--- src/rtl/xor_pkg.sv ---
// Shared definitions for the XOR stream scrambler: mode encodings and the
// Galois LFSR step used to generate the keystream.
package xor_pkg;

    localparam logic XOR_MODE_STATIC = 1'b0;
    localparam logic XOR_MODE_LFSR   = 1'b1;

    // Widest LFSR the step function supports; narrower states are zero-extended.
    localparam int XOR_MAX_BITS = 64;

    // Right-shift Galois step: shift out bit 0 and fold the tap mask in when it was set.
    function automatic logic [XOR_MAX_BITS-1:0] xor_lfsr_next(
        input logic [XOR_MAX_BITS-1:0] state,
        input logic [XOR_MAX_BITS-1:0] poly
    );
        return (state >> 1) ^ (state[0] ? poly : '0);
    endfunction

endpackage

--- src/rtl/xor_pipe_stage.sv ---
// One valid/data register of the scrambler pipeline. It loads whenever it is
// empty or its current word is being taken downstream.
module xor_pipe_stage
    import xor_pkg::*;
#(
    parameter int DATA_BITS = 16
) (
    input  logic                 clk,
    input  logic                 rst_n,
    input  logic                 up_valid,
    input  logic [DATA_BITS-1:0] up_data,
    input  logic                 down_ready,
    output logic                 valid,
    output logic [DATA_BITS-1:0] data
);

    logic advance;

    assign advance = !valid | down_ready;

    // Data only reloads on a real word so a stalled or drained stage keeps its value.
    always_ff @(posedge clk or negedge rst_n) begin
        if (!rst_n) begin
            valid <= 1'b0;
            data  <= '0;
        end else if (advance) begin
            valid <= up_valid;
            if (up_valid) begin
                data <= up_data;
            end
        end
    end

endmodule

--- src/rtl/xor_stream_scrambler.sv ---
// Valid/ready streaming XOR scrambler: each accepted word is XORed with either a
// static key or a Galois LFSR keystream, then carried through PAR_STAGES registers.
module xor_stream_scrambler
    import xor_pkg::*;
#(
    parameter int                       PAR_DATA_BITS = 16,
    parameter logic [PAR_DATA_BITS-1:0] PAR_XOR       = 16'hA5A5,
    parameter logic [PAR_DATA_BITS-1:0] PAR_LFSR_POLY = 16'hB400,
    parameter logic [PAR_DATA_BITS-1:0] PAR_LFSR_SEED = 16'hACE1,
    parameter int                       PAR_STAGES    = 2
) (
    input  logic                     ib_clk,
    input  logic                     ib_rst_n,
    input  logic                     ib_mode,
    input  logic                     ib_reseed,
    input  logic [PAR_DATA_BITS-1:0] ivG_seed,
    input  logic                     ib_in_valid,
    output logic                     ob_in_ready,
    input  logic [PAR_DATA_BITS-1:0] ivG_in_data,
    output logic                     ob_out_valid,
    input  logic                     ib_out_ready,
    output logic [PAR_DATA_BITS-1:0] ovG_out_data,
    output logic [31:0]              ovG_beat_cnt
);

    localparam int W = PAR_DATA_BITS;

    logic [W-1:0]            lfsr;
    logic [W-1:0]            lfsr_step;
    logic [W-1:0]            seed_load;
    logic [W-1:0]            key;
    logic [W-1:0]            word_p0;
    logic [XOR_MAX_BITS-1:0] lfsr_wide;
    logic                    accept;

    logic [PAR_STAGES-1:0]   valid_v;
    logic [PAR_STAGES-1:0]   down_ready;
    logic [W-1:0]            data_p [PAR_STAGES];

    assign accept    = ib_in_valid & ob_in_ready;
    assign key       = (ib_mode == XOR_MODE_LFSR) ? lfsr : PAR_XOR;
    assign word_p0   = ivG_in_data ^ key;
    assign seed_load = (ivG_seed == '0) ? PAR_LFSR_SEED : ivG_seed;

    assign lfsr_wide = xor_lfsr_next(XOR_MAX_BITS'(lfsr), XOR_MAX_BITS'(PAR_LFSR_POLY));
    assign lfsr_step = lfsr_wide[W-1:0];

    if (W < XOR_MAX_BITS) begin : g_wide_hi
        logic unused_hi;
        assign unused_hi = ^lfsr_wide[XOR_MAX_BITS-1:W];
    end

    // A reseed load overrides the step; the beat in that cycle already used the old state.
    always_ff @(posedge ib_clk or negedge ib_rst_n) begin
        if (!ib_rst_n) begin
            lfsr <= PAR_LFSR_SEED;
        end else if (ib_reseed) begin
            lfsr <= seed_load;
        end else if (accept && ib_mode == XOR_MODE_LFSR) begin
            lfsr <= lfsr_step;
        end
    end

    always_ff @(posedge ib_clk or negedge ib_rst_n) begin
        if (!ib_rst_n) begin
            ovG_beat_cnt <= '0;
        end else if (accept) begin
            ovG_beat_cnt <= ovG_beat_cnt + 32'd1;
        end
    end

    // Stage k may take a new word if the sink is ready or any later stage has a hole,
    // so the ready chain is built from register state and never loops on itself.
    always_comb begin
        logic take;
        take       = ib_out_ready;
        down_ready = '0;
        for (int k = PAR_STAGES - 1; k >= 0; k--) begin
            down_ready[k] = take;
            take          = take | ~valid_v[k];
        end
        ob_in_ready = take;
    end

    for (genvar k = 0; k < PAR_STAGES; k++) begin : g_stage
        logic         up_valid;
        logic [W-1:0] up_data;

        if (k == 0) begin : g_head
            assign up_valid = ib_in_valid;
            assign up_data  = word_p0;
        end else begin : g_body
            assign up_valid = valid_v[k-1];
            assign up_data  = data_p[k-1];
        end

        xor_pipe_stage #(
            .DATA_BITS (W)
        ) u_stage (
            .clk        (ib_clk),
            .rst_n      (ib_rst_n),
            .up_valid   (up_valid),
            .up_data    (up_data),
            .down_ready (down_ready[k]),
            .valid      (valid_v[k]),
            .data       (data_p[k])
        );
    end

    assign ob_out_valid = valid_v[PAR_STAGES-1];
    assign ovG_out_data = data_p[PAR_STAGES-1];

endmodule

--- config.mk ---
export PLATFORM = sky130hd
export DESIGN_NAME = xor_stream_scrambler
export DESIGN_NICKNAME = d
export VERILOG_FILES = /design/src/rtl/xor_pkg.sv /design/src/rtl/xor_pipe_stage.sv /design/src/rtl/xor_stream_scrambler.sv
export SDC_FILE = /design/constraint.sdc
export NUM_CORES = 1
export LEC_CHECK = 0
export ABC_CLOCK_PERIOD_IN_PS = 5340
export BUFFER_PORTS_ARGS = -buffer_cell sky130_fd_sc_hd__buf_2
export CORE_MARGIN = 4
export CORE_UTILIZATION = 47
export CTS_CLUSTER_SIZE = 12
export DETAILED_ROUTE_END_ITERATION = 10
export PLACE_DENSITY = 0.71
export SYNTH_ARGS = -nofsm -noshare
export SYNTH_HDL_FRONTEND = slang
export SYNTH_HIERARCHICAL = 1
export SYNTH_SLANG_ARGS = --single-unit
--- constraint.sdc ---
create_clock -name ib_clk -period 5.34 [get_ports ib_clk]
set_clock_uncertainty 0.15 [all_clocks]
set_input_delay 0.801 -clock ib_clk [delete_from_list [all_inputs] [get_ports ib_clk]]
set_output_delay 0.801 -clock ib_clk [all_outputs]
set_load 0.01 [all_outputs]
==> impl_metrics.csv, run 1 <==
group,metric,value,unit
detailed_routing,dr.pass1.iters,4,
finish,multi_input_area,1812,um2
critical_path,start_kind,"input port",
worst_hold_path,min_from,"ovG_beat_cnt[31]",
clocking,post_cts_resized,0,
clocking,cts_buffers,9,
finish,diodes,0,
critical_path,path_class,"in2reg",
timing,min_period,2.315,ns
detailed_routing,ant_nets,0,
critical_path,crit_path_top_delay_cell,"and3_1",
yosys,synth_ff_type,"dfrtp_1",
clocking,hold_buffers,0,
yosys,syn_area_per_cell,12.64,um2
timing,maxSlewHeadroom,31.03,%
finish,seq_area,2062,um2
timing,drv_slew,0,
yosys,syn-cell-area,3983,um2
worst_hold_path,hold-path-endpoint,"ovG_beat_cnt[31]",
finish,nFillCells,740,
yosys,ys_ff_latch,82,
job,drv_cap,0,
timing,timing.final.crit_share,43.35,%
detailed_routing,drtIter0Drc,76,
critical_path,worstPathCellList,"buf_2 > and3_1 > mux2_2 > o22a_2",
timing,final.setup.worst_slack,3.025,ns
yosys,yosysTopAreaCell,"dfrtp_1",
finish,area_delta_synth_final,16.90,%
timing,hold_viol,0,
yosys,synth_edf_count,0,
clocking,clock-sinks,82,
detailed_routing,drt-vias-per-instance,5.191,
critical_path,r2r_slack,3.09,ns
timing,setup_tns,0,ns
floorplanning,core_area,8217,um2
floorplanning,num_rows,33,
floorplanning,io-pin-count,88,
yosys,syn_inst,315,
placed_design,dp_hpwl,5451,um
clocking,cts_buffer_depth,2,
clocking,cts_tree,"done",
power_and_ir_drop,power,1.628,mW
critical_path,path_max_fanout,17,
critical_path,r2r_end,"lfsr[15]",
placed_design,placed_area,4451,um2
power_and_ir_drop,ir_worst_vdd,0.0001365,V
finish,fin_area,4656,um2
clocking,clock_latency,0.34,ns
finish,layout-drive-gt1-share,40.69,%
critical_path,r2r-start,"g_stage[0].u_stage/valid",
critical_path,end_kind,"register",
floorplanning,start_util,48.47,%
worst_hold_path,whs_path_depth,1,
grt,grt_antenna_before_repair,0,
placed_design,place_congestion,0.7657,
worst_hold_path,hold_path_class,"reg2reg",
floorplanning,die_y,100.1,um
yosys,synth-seq-area-share,51.78,%
yosys,synth_area_leaders,"dfrtp_1 46%, xnor2_1 9.7%, mux2_4 7.5%",
critical_path,cp_data_arrival_time,2.44,ns
power_and_ir_drop,cellPowerDensity,349.6,nW/um2
grt,grt_pass1_vias,2623,
grt,grt_pass1_wl,12740,um
grt,grt_usage,15.80,%
detailed_routing,routed_wl,7747,um
outcome,status,"finished clean",
placed_design,io_buffers,87,
clocking,cts-root-buf,"clkbuf_8",
clocking,htree_levels,3,
timing,rsz0062_at_grt,"false",
timing,setup_violations,0,
grt,grt-ovfl-total,0,
critical_path,cp.required,5.47,ns
yosys,synth_cell_type_count,39,
timing,worst_pin_slew,1.035,ns
detailed_routing,vias,2637,
critical_path,reg2reg_depth,4,
floorplanning,die_w,100.1,um
critical_path,critPathMaxStageDelay,0.77,ns
clocking,post_cts_buffers,0,
clocking,clk_pin_slew,0.08,ns
floorplanning,fp.dieArea,10010,um2
yosys,async_flop_share,100.0,%
placed_design,pre_cts_slack,2.668,ns
yosys,synth_warnings,6,
power_and_ir_drop,p_leak,2.201,nW
timing,timing.fmax,432.0,MHz
detailed_routing,drc,0,
grt,grt_max_degree,83,
yosys,synth_top_area_share,46.50,%
finish,nets,437,
yosys,syn-num-nets,354,
detailed_routing,avgRoutedWirePerCell,15.25,um
[cells in the final DEF (no fill, tap or decap), types with 3 or more instances in the layout]
cell      instances
clkbuf_8         11
nor2_1            6
mux2_2           19
o22a_2            4
and2_1            3
dfstp_2           8
mux2i_1           8
o21ai_0           8
or4_4             3
nand3_1          15
xnor2_1          44
buf_2            86
and4_1            3
xor2_1            6
dfrtp_1          74
nor2b_1           8
nand4_1          13
mux2_4           20
and3_1            9
nand2_1          24
[critical path, delay by kind of cell]
| family | cells | cell delay (ns) |
|---|---|---|
| muxes | 1 | 0.42 |
| AOI/OAI and AO/OA | 1 | 0.20 |
| and+or+nand+nor | 1 | 0.77 |
| buffers and inverters | 1 | 0.25 |
[state kept, by name, summed over array words and instances (netlist names)]
signal	flops
g_stage.u_stage/valid	2
g_stage.u_stage/data	32
ovG_beat_cnt	32
lfsr	16
[routing by layer]
metal	up-vias	track usage [%]	part of all wire (%)
met5	-	0	0
met4	0	5.389	0.99
met3	6	3.475	5.6
met2	62	25.04	47
met1	1308	21.59	47
li1	1261	-	-
[synth_stat cells (6+ instances only)]
| library cell | count |
|---|---|
| nor2b_1 | 8 |
| xor2_1 | 6 |
| nor2_1 | 6 |
| xnor2_1 | 44 |
| clkbuf_1 | 7 |
| dfstp_2 | 8 |
| nand4_1 | 13 |
| mux2_4 | 20 |
| nand2_1 | 24 |
| dfrtp_1 | 74 |
| mux2_2 | 19 |
| and3_1 | 9 |
| o21ai_0 | 8 |
| mux2i_1 | 8 |
| nand3_1 | 15 |
[how the worst max path moves through the flow]
stage,start,to,slack (ns),cells after the start
floorplan,ivG_seed[8],lfsr[10],3.10,4
global placement,ib_mode,lfsr[6],2.70,4
detailed placement,ib_out_ready,lfsr[0],2.67,5
CTS,ib_out_ready,lfsr[0],3.02,5
global route,ovG_beat_cnt[3],ovG_beat_cnt[30],2.91,4
finish,ib_mode,lfsr[15],3.02,4
[area by class of cell]
type | instances | area share [%]
inverter | 2 | 0.1612
sequential | 82 | 44.29
multi-input combinational | 216 | 38.91
clock buffer | 12 | 3.332
timing repair buffer | 87 | 9.406
clock inverter | 4 | 1.075
tap | 105 | 2.822
[logic make-up (layout without fill, tap and decap cells)]
kind of cell,Yosys count,after routing,synth area share [%]
mux,47,47,14.92
compound gates,19,19,3.833
simple gates,99,99,15.43
flops,82,82,51.78
fa+ha+maj,1,1,0.3141
buf+inv,17,105,2.733
xor+xnor,50,50,11.00
[stage by stage]
step / instances / hold WS (ns) / util [%]
after CTS: 508 / 0.3446 / 56.66
after global placement: 492 / 0.3057 / 54.16
after detailed placement: 492 / 0.3315 / 54.16
after global routing: 508 / 0.3550 / 56.66
after floorplan: 315 / 0.3199 / -
final: 508 / 0.3333 / 56.66
[power breakdown]
group / total (mW) / switching (mW) / internal [mW]
Combinational: 0.351 / 0.159 / 0.193
Clock: 0.460 / 0.219 / 0.241
Sequential: 0.816 / 0.0853 / 0.731
Total: 1.63 / 0.463 / 1.16
Power figures use the tool's default switching activity.
==> inputs of run 2 (changes only) <==
Settings changed: ABC_CLOCK_PERIOD_IN_PS 5340 to 2300.
Clock period 5.34 ns to 2.3 ns, I/O delays scaled along.
==> impl_metrics.csv, run 2 (synthesis gave the netlist of run 1 again) <==
group,metric,value,unit
outcome,status,"finished clean",
finish,final_common_cell,"buf_2",
critical_path,cp_data_arrival_time,2.09,ns
critical_path,critPathMaxStageDelay,0.53,ns
detailed_routing,drtIter0Drc,59,
critical_path,path_max_fanout,12,
power_and_ir_drop,internal_power,2.652,mW
placed_design,dp_hpwl,5683,um
clocking,cts_buffers,9,
floorplanning,fp.dieArea,10010,um2
detailed_routing,drc,0,
timing,setup_violations,0,
critical_path,r2r-start,"g_stage[0].u_stage/valid",
timing,setup_tns,0,ns
critical_path,worst-path-buf-inv,0,
timing,maxSlewHeadroom,60.19,%
timing,timing.fmax,508.1,MHz
critical_path,critPathLaunch,"g_stage[0].u_stage/valid",
finish,diodes,0,
critical_path,path_class,"reg2reg",
detailed_routing,dr.pass1.iters,4,
grt,grt-ovfl-total,0,
floorplanning,start_util,48.47,%
finish,nFillCells,709,
grt,grt_pass1_vias,2625,
job,drv_cap,0,
grt,grt_pass1_wl,12610,um
timing,hold_slack,0.07473,ns
clocking,post_cts_buffers,0,
timing,min_period,1.968,ns
critical_path,end_kind,"register",
detailed_routing,avgRoutedWirePerCell,14.88,um
power_and_ir_drop,p_leak,2.243,nW
detailed_routing,ant_nets,0,
timing,timing.final.crit_share,85.58,%
power_and_ir_drop,p_comb_share,22.3,%
power_and_ir_drop,cellPowerDensity,788.3,nW/um2
detailed_routing,vias,2624,
critical_path,worstPathCellList,"nand3b_1 > and3_1 > mux2_2 > o22a_2",
placed_design,io_buffers,87,
grt,grt_max_degree,43,
finish,layout-drive-gt1-share,41.61,%
timing,worst_pin_slew,0.5972,ns
critical_path,start_kind,"register",
timing,rsz0062_at_grt,"false",
clocking,clock-sinks,82,
floorplanning,die_y,100.1,um
clocking,clk_pin_slew,0.08,ns
finish,area_delta_synth_final,18.28,%
finish,nets,445,
clocking,cts_tree,"done",
floorplanning,die_w,100.1,um
power_and_ir_drop,clkPwrFrac,26.8,%
worst_hold_path,min_from,"ivG_seed[12]",
worst_hold_path,hold_path_class,"in2reg",
critical_path,critPathTopFamily,"simple AND/OR/NAND/NOR gates",
grt,grt_usage,15.95,%
placed_design,place_congestion,0.8017,
detailed_routing,drt-vias-per-instance,5.085,
clocking,clock_latency,0.34,ns
power_and_ir_drop,ir_worst_vdd,0.0003783,V
floorplanning,core_area,8217,um2
floorplanning,num_rows,33,
critical_path,crit_path_top_delay_cell,"and3_1",
floorplanning,io-pin-count,88,
timing,hold_viol,0,
power_and_ir_drop,power_switching_share,28.58,%
detailed_routing,routed_wl,7677,um
finish,layout_common_cells,"86 x buf_2, 74 x dfrtp_1, 44 x xnor2_1",
clocking,htree_levels,3,
clocking,cts-root-buf,"clkbuf_8",
clocking,cts_buffer_depth,2,
critical_path,cp.required,2.42,ns
power_and_ir_drop,p_seq_share,50.9,%
power_and_ir_drop,p_switching,1.061,mW
timing,drv_slew,0,
grt,grt_antenna_before_repair,0,
finish,biggestRegsByFlops,"g_stage.u_stage/data x32, ovG_beat_cnt x32, lfsr x16",
-- run 2: area by class of cell --
cell class,count,area [um2],share of cell area (%)
clock buffer,10,127.6,2.709
inverter,2,7.507,0.1594
clock inverter,6,57.56,1.222
timing repair buffer,95,513.0,10.89
tap,105,131.4,2.789
multi-input combinational,216,1812,38.46
sequential,82,2062,43.77
-- run 2: tightest hold or removal path, delay by kind of cell --
kind | cells | cell delay (ns)
buffers and inverters | 1 | 0.09
AOI/OAI and AO/OA | 1 | 0.06
and+or+nand+nor | 1 | 0.04
-- run 2: what timing repair did --
item	4_1_cts	5_1_grt
hold buffers	1	0
resized for setup	0	0
hold endpoints to repair	33	0
-- run 2: metal layers --
metal	GRT usage, %	up-vias	routed length, um
li1	-	1289	-
met1	20.09	1259	3354
met2	26.53	68	3685
met3	5.003	8	545
met4	4.663	0	92
met5	0	-	0
-- run 2: through the flow --
| stage | worst slack [ns] | util [%] | cell area (um2) | total power [mW] | instances |
|---|---|---|---|---|---|
| 6_report | 0.3317 | 57.33 | 4711 | 3.714 | 516 |
| 5_1_grt | 0.2048 | 57.33 | 4711 | 3.931 | 516 |
| 4_1_cts | 0.3184 | 57.33 | 4711 | 3.780 | 516 |
| 3_5_place_dp | 0.2425 | 54.96 | 4516 | 2.765 | 499 |
| 3_3_place_gp | 0.3009 | 54.96 | 4516 | 2.739 | 499 |
| 2_1_floorplan | 0.4900 | - | 3983 | 2.437 | 315 |
-- run 2: final timing paths --
check / end / slack [ns] / depth (start not counted)
setup / recovery: lfsr[0] / 0.33 / 4
hold / removal: lfsr[12] / 0.07 / 3
setup reg to reg: lfsr[0] / 0.33 / 4
hold reg to reg: ovG_beat_cnt[31] / 0.35 / 1
max in group asynchronous: g_stage[0].u_stage/data[5] / 1.02 / 3
min in group asynchronous: ovG_beat_cnt[7] / 0.38 / 2
-- run 2: power groups by stage --
stage | registers [mW] | logic [mW] | clock network (mW)
after floorplan | 1.95 | 0.486 | 0
after global placement | 1.91 | 0.830 | 0
after detailed placement | 1.92 | 0.842 | 0
after CTS | 1.89 | 0.845 | 1.04
after global routing | 1.93 | 0.899 | 1.10
final | 1.89 | 0.828 | 0.995
==> inputs of run 3 (changes only) <==
Settings changed: CTS_BUF_LIST set to sky130_fd_sc_hd__clkbuf_16.
==> impl_metrics.csv, run 3 (synthesis gave the netlist of run 1 again) <==
group,metric,value,unit
critical_path,cp.required,2.34,ns
critical_path,cp_data_arrival_time,2.01,ns
clocking,clock_latency,0.33,ns
floorplanning,die_w,100.1,um
timing,setup_tns,0,ns
finish,biggestRegsByFlops,"g_stage.u_stage/data x32, ovG_beat_cnt x32, lfsr x16",
critical_path,end_kind,"register",
timing,timing.final.crit_share,85.35,%
placed_design,place_inst,499,
finish,diodes,0,
grt,grt_antenna_before_repair,0,
timing,drv_slew,0,
clocking,hold_buffers,1,
critical_path,path_max_fanout,12,
placed_design,io_buffers,87,
clocking,cts_buffers,9,
grt,grt-ovfl-total,0,
critical_path,start_kind,"register",
floorplanning,start_util,48.47,%
floorplanning,io-pin-count,88,
clocking,post_cts_buffers,0,
grt,grt_pass1_wl,12740,um
finish,layout-drive-gt1-share,41.61,%
clocking,htree_levels,3,
power_and_ir_drop,p_leak,2.293,nW
timing,worst_pin_slew,0.5929,ns
detailed_routing,vias,2633,
timing,hold_viol,0,
grt,grt_pass1_vias,2638,
power_and_ir_drop,cellPowerDensity,853.4,nW/um2
detailed_routing,ant_nets,0,
clocking,cts_buffer_depth,2,
floorplanning,die_y,100.1,um
detailed_routing,drt-vias-per-instance,5.103,
worst_hold_path,hold_path_class,"in2reg",
clocking,clk_pin_slew,0.06,ns
finish,final_common_cell,"buf_2",
grt,grt_max_degree,43,
detailed_routing,avgRoutedWirePerCell,15.02,um
detailed_routing,routed_wl,7752,um
detailed_routing,drtIter0Drc,67,
timing,setup_violations,0,
grt,grt_usage,16.16,%
finish,area_delta_synth_final,20.83,%
clocking,post_cts_resized,0,
finish,final_cells,516,
outcome,status,"finished clean",
critical_path,path_class,"reg2reg",
detailed_routing,dr.pass1.iters,4,
job,drv_cap,0,
finish,seq_area,2062,um2
critical_path,critPathMaxStageDelay,0.53,ns
power_and_ir_drop,ir_worst_vdd,0.0004147,V
timing,rsz0062_at_grt,"false",
finish,layout_common_cells,"86 x buf_2, 74 x dfrtp_1, 44 x xnor2_1",
clocking,clock-sinks,82,
floorplanning,core_area,8217,um2
critical_path,worstPathCellList,"nand3b_1 > and3_1 > buf_4 > mux2i_1 > o21ai_0",
timing,timing.fmax,509.4,MHz
critical_path,crit_path_top_delay_cell,"and3_1",
clocking,cts-root-buf,"clkbuf_16",
floorplanning,fp.dieArea,10010,um2
placed_design,place_congestion,0.8017,
timing,hold_slack,0.08584,ns
clocking,cts_tree,"done",
timing,maxSlewHeadroom,60.48,%
finish,multi_input_area,1812,um2
timing,min_period,1.963,ns
power_and_ir_drop,power,4.107,mW
detailed_routing,drc,0,
floorplanning,num_rows,33,
placed_design,dp_hpwl,5683,um
finish,nFillCells,695,
finish,nets,445,
## run 3: changes by cell type in the layout (fill, tap and decap cells not counted), sizes merged
cell    delta
clkbuf     -1
inv        +1
## run 3: metrics by stage
stage	instance area (um2)	worst slack, ns	util, %
floorplan	3983	0.4900	-
global placement	4516	0.3009	54.96
detailed placement	4516	0.2425	54.96
CTS	4812	0.3254	58.57
global route	4812	0.2109	58.57
finish	4812	0.3370	58.57
## run 3: area by class of cell
cell class              instances  share of cell area [%]
repair buffers                 95                   10.66
clock inverters                 7                   1.274
inverters                       2                  0.1560
clock buffers                   9                   4.680
flip-flops and latches         82                   42.85
multi-input cells             216                   37.65
well taps                     105                   2.730
## run 3: worst max-delay path: cells and delay by family, from the launching register on
family	cells	cell delay, ns
buf+inv	1	0.25
mux	1	0.19
simple gates	2	0.69
flops	1	0.45
compound gates	1	0.10
## run 3: where the power goes
| part | total [mW] | leakage, nW | internal [mW] | switching [mW] |
|---|---|---|---|---|
| logic | 0.827 | 1.13 | 0.460 | 0.367 |
| clock network | 1.38 | 0.146 | 0.828 | 0.556 |
| registers | 1.90 | 1.01 | 1.70 | 0.195 |
| total | 4.11 | 2.29 | 2.99 | 1.12 |
## run 3: final timing paths
kind                                     startpoint                    endpoint  slack [ns]  depth (start not counted)
setup / recovery           g_stage[0].u_stage/valid                     lfsr[8]        0.34                          5
hold reg to reg                    ovG_beat_cnt[31]            ovG_beat_cnt[31]        0.34                          1
setup reg to reg           g_stage[0].u_stage/valid                     lfsr[8]        0.34                          5
hold / removal                         ivG_seed[12]                    lfsr[12]        0.09                          3
min in group asynchronous                  ib_rst_n             ovG_beat_cnt[7]        0.39                          2
max in group asynchronous                  ib_rst_n  g_stage[0].u_stage/data[3]        1.01                          3
## run 3: routing by layer
layer	track usage [%]	vias up	part of all wire (%)
met5	0	-	0
met2	26.83	72	47
met4	5.596	0	1.6
met3	4.587	11	6.8
li1	-	1289	-
met1	20.32	1261	44
